### config.mk
export PLATFORM = sky130hd
export DESIGN_NAME = score_keeper_flat
export DESIGN_NICKNAME = d
export VERILOG_FILES = /design/src/rtl/score_keeper_if.sv /design/src/rtl/score_keeper.sv /design/src/flat_wrapper.sv
export SDC_FILE = /design/constraint.sdc
export NUM_CORES = 1
export LEC_CHECK = 0
export CORE_UTILIZATION = 45
export CTS_CLUSTER_DIAMETER = 100
export DETAILED_ROUTE_END_ITERATION = 7
export PLACE_DENSITY = 0.7
export SLEW_MARGIN = 10
export SYNTH_ARGS = -nofsm -noshare
export SYNTH_HDL_FRONTEND = slang
export SYNTH_SLANG_ARGS = --single-unit
### constraint.sdc
create_clock -name px_clk -period 2.25 [get_ports px_clk]
set_clock_uncertainty 0.2 [all_clocks]
set_input_delay 0.45 -clock px_clk [delete_from_list [all_inputs] [get_ports px_clk]]
set_output_delay 0.45 -clock px_clk [all_outputs]
set_load 0.05 [all_outputs]
### src/rtl/score_keeper_if.sv
`default_nettype none
// ============================================================================
//  Module   : score_keeper_if
//  Purpose  : Bundles the scoreboard's frame/goal/match-control inputs and its
//             display, hold and result outputs into one interface.
//  Ports    : master - ball/timing logic side (drives ticks and goals,
//                      reads the digits and status)
//             slave  - score_keeper side
//  Revision : 1.0 - initial release
// ============================================================================
interface score_keeper_if;
    logic       frame_tick;   // one-cycle pulse at start of vertical blank
    logic       goal_left;    // level; rising edge = one left-player goal
    logic       goal_right;   // level; rising edge = one right-player goal
    logic       new_game;     // one-cycle pulse: restart match
    logic [3:0] l_tens;       // displayed left tens digit (BCD)
    logic [3:0] l_units;      // displayed left units digit (BCD)
    logic [3:0] r_tens;       // displayed right tens digit (BCD)
    logic [3:0] r_units;      // displayed right units digit (BCD)
    logic       ball_hold;    // ball frozen at centre
    logic       game_over;    // match finished
    logic [1:0] winner;       // 01 left, 10 right, 11 tie, 00 none

    modport master (
        output frame_tick, goal_left, goal_right, new_game,
        input  l_tens, l_units, r_tens, r_units, ball_hold, game_over, winner
    );

    modport slave (
        input  frame_tick, goal_left, goal_right, new_game,
        output l_tens, l_units, r_tens, r_units, ball_hold, game_over, winner
    );
endinterface
`default_nettype wire

### src/rtl/score_keeper.sv
`default_nettype none
// ============================================================================
//  Module   : score_keeper
//  Purpose  : Pong scoreboard. Counts goals per player in two-digit BCD,
//             publishes the digits to the 7-segment overlay only on
//             frame_tick, and sequences the serve delay / game-over hold.
//  Ports    : px_clk - pixel clock, all logic on its rising edge
//             reset  - asynchronous active-high reset
//             sb     - score_keeper_if.slave (frame_tick, goal_left,
//                      goal_right, new_game in; l_tens, l_units, r_tens,
//                      r_units, ball_hold, game_over, winner out)
//  Params   : MAX_SCORE   - winning score, 1..99
//             HOLD_FRAMES - serve-delay length in frames, 1..255
//  Revision : 1.0 - initial release
// ============================================================================
module score_keeper #(
    parameter int MAX_SCORE   = 11,
    parameter int HOLD_FRAMES = 60
) (
    input  wire            px_clk,
    input  wire            reset,
    score_keeper_if.slave  sb
);

    localparam logic [1:0] c_ST_HOLD   = 2'd0;
    localparam logic [1:0] c_ST_PLAY   = 2'd1;
    localparam logic [1:0] c_ST_OVER   = 2'd2;

    localparam logic [7:0] c_HOLD_LOAD = 8'(HOLD_FRAMES);
    localparam logic [3:0] c_MAX_TENS  = 4'(MAX_SCORE / 10);
    localparam logic [3:0] c_MAX_UNITS = 4'(MAX_SCORE % 10);

    // BCD increment of a two-digit score; 99 saturates.
    function automatic logic [7:0] bcd_inc(input logic [3:0] tens,
                                           input logic [3:0] units);
        logic [7:0] res;
        if (units == 4'd9) begin
            if (tens == 4'd9) res = {tens, units};
            else              res = {tens + 4'd1, 4'd0};
        end else begin
            res = {tens, units + 4'd1};
        end
        return res;
    endfunction

    // ------------------------------------------------------------------
    // State
    // ------------------------------------------------------------------
    logic [1:0] state_q, state_d;
    logic [7:0] cnt_q, cnt_d;
    logic       goal_l_q, goal_r_q;
    logic [7:0] l_score_q, l_score_d;   // {tens, units}
    logic [7:0] r_score_q, r_score_d;
    logic [7:0] l_disp_q, l_disp_d;
    logic [7:0] r_disp_q, r_disp_d;
    logic [1:0] winner_q, winner_d;

    // ------------------------------------------------------------------
    // Goal edge detection and scoring arithmetic
    // ------------------------------------------------------------------
    logic       ev_l, ev_r, playing, scoring;
    logic [7:0] l_inc, r_inc;
    logic       hit_l, hit_r;

    assign ev_l    = sb.goal_left  & ~goal_l_q;
    assign ev_r    = sb.goal_right & ~goal_r_q;
    assign playing = (state_q == c_ST_PLAY);
    assign scoring = playing & (ev_l | ev_r);
    assign l_inc   = bcd_inc(l_score_q[7:4], l_score_q[3:0]);
    assign r_inc   = bcd_inc(r_score_q[7:4], r_score_q[3:0]);
    // A player only reaches MAX_SCORE by scoring on this very event.
    assign hit_l   = playing & ev_l & (l_inc == {c_MAX_TENS, c_MAX_UNITS});
    assign hit_r   = playing & ev_r & (r_inc == {c_MAX_TENS, c_MAX_UNITS});

    // ------------------------------------------------------------------
    // State register and datapath registers
    // ------------------------------------------------------------------
    always_ff @(posedge px_clk or posedge reset) begin
        if (reset) begin
            state_q   <= c_ST_HOLD;
            cnt_q     <= c_HOLD_LOAD;
            goal_l_q  <= 1'b0;
            goal_r_q  <= 1'b0;
            l_score_q <= 8'h00;
            r_score_q <= 8'h00;
            l_disp_q  <= 8'h00;
            r_disp_q  <= 8'h00;
            winner_q  <= 2'b00;
        end else begin
            state_q   <= state_d;
            cnt_q     <= cnt_d;
            // Edge registers sample in every state, including across new_game,
            // so a level that stays high never produces a later event.
            goal_l_q  <= sb.goal_left;
            goal_r_q  <= sb.goal_right;
            l_score_q <= l_score_d;
            r_score_q <= r_score_d;
            l_disp_q  <= l_disp_d;
            r_disp_q  <= r_disp_d;
            winner_q  <= winner_d;
        end
    end

    // ------------------------------------------------------------------
    // Next-state logic
    // ------------------------------------------------------------------
    always_comb begin
        state_d = state_q;
        if (sb.new_game) begin
            state_d = c_ST_HOLD;
        end else begin
            case (state_q)
                c_ST_HOLD: if (sb.frame_tick && cnt_q == 8'd1) state_d = c_ST_PLAY;
                c_ST_PLAY: if (ev_l || ev_r) state_d = (hit_l || hit_r) ? c_ST_OVER : c_ST_HOLD;
                c_ST_OVER: state_d = c_ST_OVER;
                default:   state_d = c_ST_HOLD;
            endcase
        end
    end

    // ------------------------------------------------------------------
    // Datapath next values (counter, scores, display, winner)
    // ------------------------------------------------------------------
    always_comb begin
        cnt_d     = cnt_q;
        l_score_d = l_score_q;
        r_score_d = r_score_q;
        l_disp_d  = l_disp_q;
        r_disp_d  = r_disp_q;
        winner_d  = winner_q;

        if (sb.new_game) begin
            cnt_d     = c_HOLD_LOAD;
            l_score_d = 8'h00;
            r_score_d = 8'h00;
            l_disp_d  = 8'h00;
            r_disp_d  = 8'h00;
            winner_d  = 2'b00;
        end else begin
            if (state_q == c_ST_HOLD && sb.frame_tick && cnt_q != 8'd1)
                cnt_d = cnt_q - 8'd1;
            else if (scoring)
                cnt_d = c_HOLD_LOAD;   // reload for the coming serve delay

            if (playing && ev_l) l_score_d = l_inc;
            if (playing && ev_r) r_score_d = r_inc;

            // Display takes the pre-increment score, so a goal coinciding
            // with the tick shows up one frame later.
            if (sb.frame_tick) begin
                l_disp_d = l_score_q;
                r_disp_d = r_score_q;
            end

            if (hit_l || hit_r) winner_d = {hit_r, hit_l};
        end
    end

    // ------------------------------------------------------------------
    // Outputs
    // ------------------------------------------------------------------
    always_comb begin
        sb.ball_hold = (state_q != c_ST_PLAY);
        sb.game_over = (state_q == c_ST_OVER);
        sb.winner    = winner_q;
        sb.l_tens    = l_disp_q[7:4];
        sb.l_units   = l_disp_q[3:0];
        sb.r_tens    = r_disp_q[7:4];
        sb.r_units   = r_disp_q[3:0];
    end

endmodule
`default_nettype wire

### src/flat_wrapper.sv
// flat-port wrapper written by rule: the top's interface ports become plain ports
module score_keeper_flat 
#(
    parameter int MAX_SCORE   = 11,
    parameter int HOLD_FRAMES = 60
)
  (px_clk, reset, sb_frame_tick, sb_goal_left, sb_goal_right, sb_new_game, sb_l_tens, sb_l_units, sb_r_tens, sb_r_units, sb_ball_hold, sb_game_over, sb_winner);
  score_keeper_if sb_i ();
  input  wire px_clk;
  input  wire reset;
  input wire logic [$bits(sb_i.frame_tick)-1:0] sb_frame_tick;
  input wire logic [$bits(sb_i.goal_left)-1:0] sb_goal_left;
  input wire logic [$bits(sb_i.goal_right)-1:0] sb_goal_right;
  input wire logic [$bits(sb_i.new_game)-1:0] sb_new_game;
  output wire logic [$bits(sb_i.l_tens)-1:0] sb_l_tens;
  output wire logic [$bits(sb_i.l_units)-1:0] sb_l_units;
  output wire logic [$bits(sb_i.r_tens)-1:0] sb_r_tens;
  output wire logic [$bits(sb_i.r_units)-1:0] sb_r_units;
  output wire logic [$bits(sb_i.ball_hold)-1:0] sb_ball_hold;
  output wire logic [$bits(sb_i.game_over)-1:0] sb_game_over;
  output wire logic [$bits(sb_i.winner)-1:0] sb_winner;
  assign sb_i.frame_tick = sb_frame_tick;
  assign sb_i.goal_left = sb_goal_left;
  assign sb_i.goal_right = sb_goal_right;
  assign sb_i.new_game = sb_new_game;
  assign sb_l_tens = sb_i.l_tens;
  assign sb_l_units = sb_i.l_units;
  assign sb_r_tens = sb_i.r_tens;
  assign sb_r_units = sb_i.r_units;
  assign sb_ball_hold = sb_i.ball_hold;
  assign sb_game_over = sb_i.game_over;
  assign sb_winner = sb_i.winner;
  score_keeper #(.MAX_SCORE(MAX_SCORE), .HOLD_FRAMES(HOLD_FRAMES)) u_core (.px_clk(px_clk), .reset(reset), .sb(sb_i));
endmodule
==> summary.md <==
| Metric | Value |
|---|---|
| Status | `completed` |
| TritonCTS Buffers | `5` |
| Placed cell areas | `2860 µm²` |
| Top-count cell post-synth | `dfrtp_1` |
| Top delay family on crit path | `buffers and inverters` |
| Fin nets | `301` |
| Die ar. | `5750 µm²` |
| Final worst slack | `123 ps` |
| Post-synth top cells | `42 x dfrtp_1, 36 x nor2_1, 19 x nand2_1, 17 x mux2i_1, 14 x inv_1` |
| Initial DRT Pass Iterations | `4` |
| CTS tree | `yes` |
| Post-place setup slack | `-187 ps` |
| Initial antenna violation count | `0` |
| CTS max path bufs | `2` |
| First-pass GRT wire length | `8140 µm` |
| Hold Crit Class | `in -> async` |
| Warnings, synthesis | `0` |
| Count of unique library cells instantiated by Yosys | `50` |
| Multi-input logic area | `1210 µm²` |
| Sequential standard cell area | `1160 µm²` |
| Clock Latency Late Sink | `290 ps` |
| CTS resizes | `0` |
| VDD IR max | `0.493 mV` |
| DR DRC count | `0` |
| Initial Utilization | `47.4%` |
| Reg2reg end | `u_core.cnt_q[7]$_DFFE_PP0P_` |
| Routed vias/inst | `5.26` |
| Final Instance Area | `2980 µm²` |
| Fin cells | `356` |
| Fill cells | `466` |
| Pwr/cell area | `527 nW/µm²` |
| Top cells by area, synth | `dfrtp_1 43%, mux2i_1 6.9%, nor2_1 5.5%, ha_1 5.1%, dfstp_2 4.3%` |
| Reg2Reg Depth | `5` |
| # rows | `26` |
| H-tree levels | `2` |
| Min cycle time layout | `2130 ps` |
| Post-synth EDFFs | `0` |
| Fmax achieved | `470 MHz` |
| Clock root cell | `clkbuf_8` |
| Die X | `75.8 µm` |
| Cells after DPL | `348` |
| DR vias | `1872` |
| Routed len/inst | `13.7 µm` |
| Synth area leader | `dfrtp_1` |
| Hold Buf Count CTS | `0` |
| Share of cells above drive strength 1 | `13.3%` |
| Reg2reg start | `u_core.cnt_q[2]$_DFFE_PP1P_` |
| Port Buffers | `25` |
| Synthesized flop and latch total | `46` |
| Core area | `5170 µm²` |
| Total track usage | `18.9%` |
| Worst path bufs/invs | `1` |
| Post-synthesis sequential area ratio | `47.1%` |
| Total Wirelength | `4890 µm` |
| Slowest-stage cell, CP | `clkdlybuf4s50_1` |
| Post-CTS Setup Inserts | `0` |
| Syn_nets | `265` |
| Slew Viols, Final | `0` |
| Setup TNS | `0 ps` |
| Critical path, cell by cell | `clkdlybuf4s50_1` |
| Final setup viols | `0` |
| Req. time, crit path | `1600 ps` |
| Critical path class | `reg -> out` |
| Largest net degree at the start of global routing | `28` |
| Global route total overflow | `0` |
| R2r setup slk | `130 ps` |
| Top cell type's share of synthesized area | `42.9%` |
| Synthesized area per cell | `9.85 µm²` |
| Worst rel slew slack | `66.3%` |
| Cell area after synthesis | `2450 µm²` |
| DR iter-0 viols | `100` |
| # Max-Cap Violations | `0` |
| Final hold vios | `0` |
| P_leak | `0.00134 µW` |
| Worst slew pin tran | `504 ps` |
| Startpoint types | `flop` |
| Async SR Flop Fraction | `100%` |
| Hpwl dp | `3490 µm` |
| Number of top-level pins | `26` |
| Crit end category | `output port` |
| Antenna diodes | `0` |
| CTS clk-pin slew, worst paths | `80 ps` |
| RSZ-0062 raised after global routing | `false` |
| Area Overhead vs Synth | `21.4%` |
| Gpl congestion | `0.841` |
| Y dimension of the die | `75.8 µm` |
| Slowest Stage Delay on Critical Path | `810 ps` |
| CTS sink count | `46` |
| Post-route ant nets | `0` |
| Cells after synthesis | `249` |
| Crit-path max FO | `2` |
| Final worst-path cycle share | `94.5%` |
| Crit path arrival time | `1480 ps` |
| Vias in the first global route | `1794` |
| Main flop type after synthesis | `dfrtp_1` |
| Tot Pwr | `1570 µW` |
through the flow:
step                      utilization (%)  hold slack (ps)
after floorplan                         -              232
after global routing                 57.6              294
after global placement               55.3              250
after CTS                            57.5              276
final                                57.6              269
after detailed placement             55.3              262
cell families after synthesis:
| kind of cell | after synthesis | share of synthesized area (%) |
|---|---|---|
| simple gates | 98 | 20.4 |
| flops | 46 | 47.1 |
| compound gates | 45 | 13.4 |
| buf+inv | 24 | 3.83 |
| mux | 17 | 6.94 |
| fa+ha+maj | 10 | 5.10 |
| xor+xnor | 9 | 3.21 |
worst max path at each step:
stage / endpoint / start / depth (start not counted)
global route: u_core.state_q[1]$_DFFE_PP0P_ / u_core.r_score_q[4]$_DFFE_PP0P_ / 6
floorplan: u_core.sb.winner[1]$_DFFE_PP0P_ / u_core.l_score_q[0]$_DFFE_PP0P_ / 6
global placement: u_core.state_q[1]$_DFFE_PP0P_ / sb_goal_right / 7
detailed placement: u_core.state_q[1]$_DFFE_PP0P_ / sb_goal_right / 7
CTS: sb_winner[1] / u_core.sb.winner[1]$_DFFE_PP0P_ / 1
finish: sb_winner[1] / u_core.sb.winner[1]$_DFFE_PP0P_ / 1
registers in the layout, summed over array words and instances, names as in the netlist:
register	cells
u_core.sb.winner	2
u_core.goal_l_q	1
u_core.r_disp_q	8
u_core.l_disp_q	8
u_core.r_score_q	8
u_core.state_q	2
u_core.l_score_q	8
u_core.goal_r_q	1
u_core.cnt_q	8
cell usage in the layout, fill, tap and decap left out, types with 4 or more instances in the layout:
master	n
dfstp_2	4
nand2b_1	6
clkbuf_8	8
xor2_1	5
xnor2_1	4
mux2i_1	17
ha_1	10
o21ai_1	5
nor3_1	4
o21ai_0	4
nand2_1	19
inv_1	13
nor2_1	36
buf_4	15
clkdlybuf4s50_1	23
dfrtp_1	42
a21oi_1	12
final cells by class:
type                       instances  share of cell area, %
clock buffer                       8                   3.70
tap                               70                   2.94
inverter                          14                   1.76
timing repair buffer              39                   12.2
multi-input combinational        179                   40.6
sequential                        46                   38.8
metal layers:
metal  GRT usage, %  up-vias  part of all wire [%]
li1               -      933                     -
met3           2.78        5                   2.1
met1           25.7      906                    49
met4           6.17        0                   1.4
met2           31.1       28                    47
met5              0        -                     0
report_power, final:
part           internal (µW)  switching [µW]
Sequential               850            24.0
Combinational           46.4            66.8
Clock                    310             271
No activity file was read; power rests on OpenSTA's default activity.
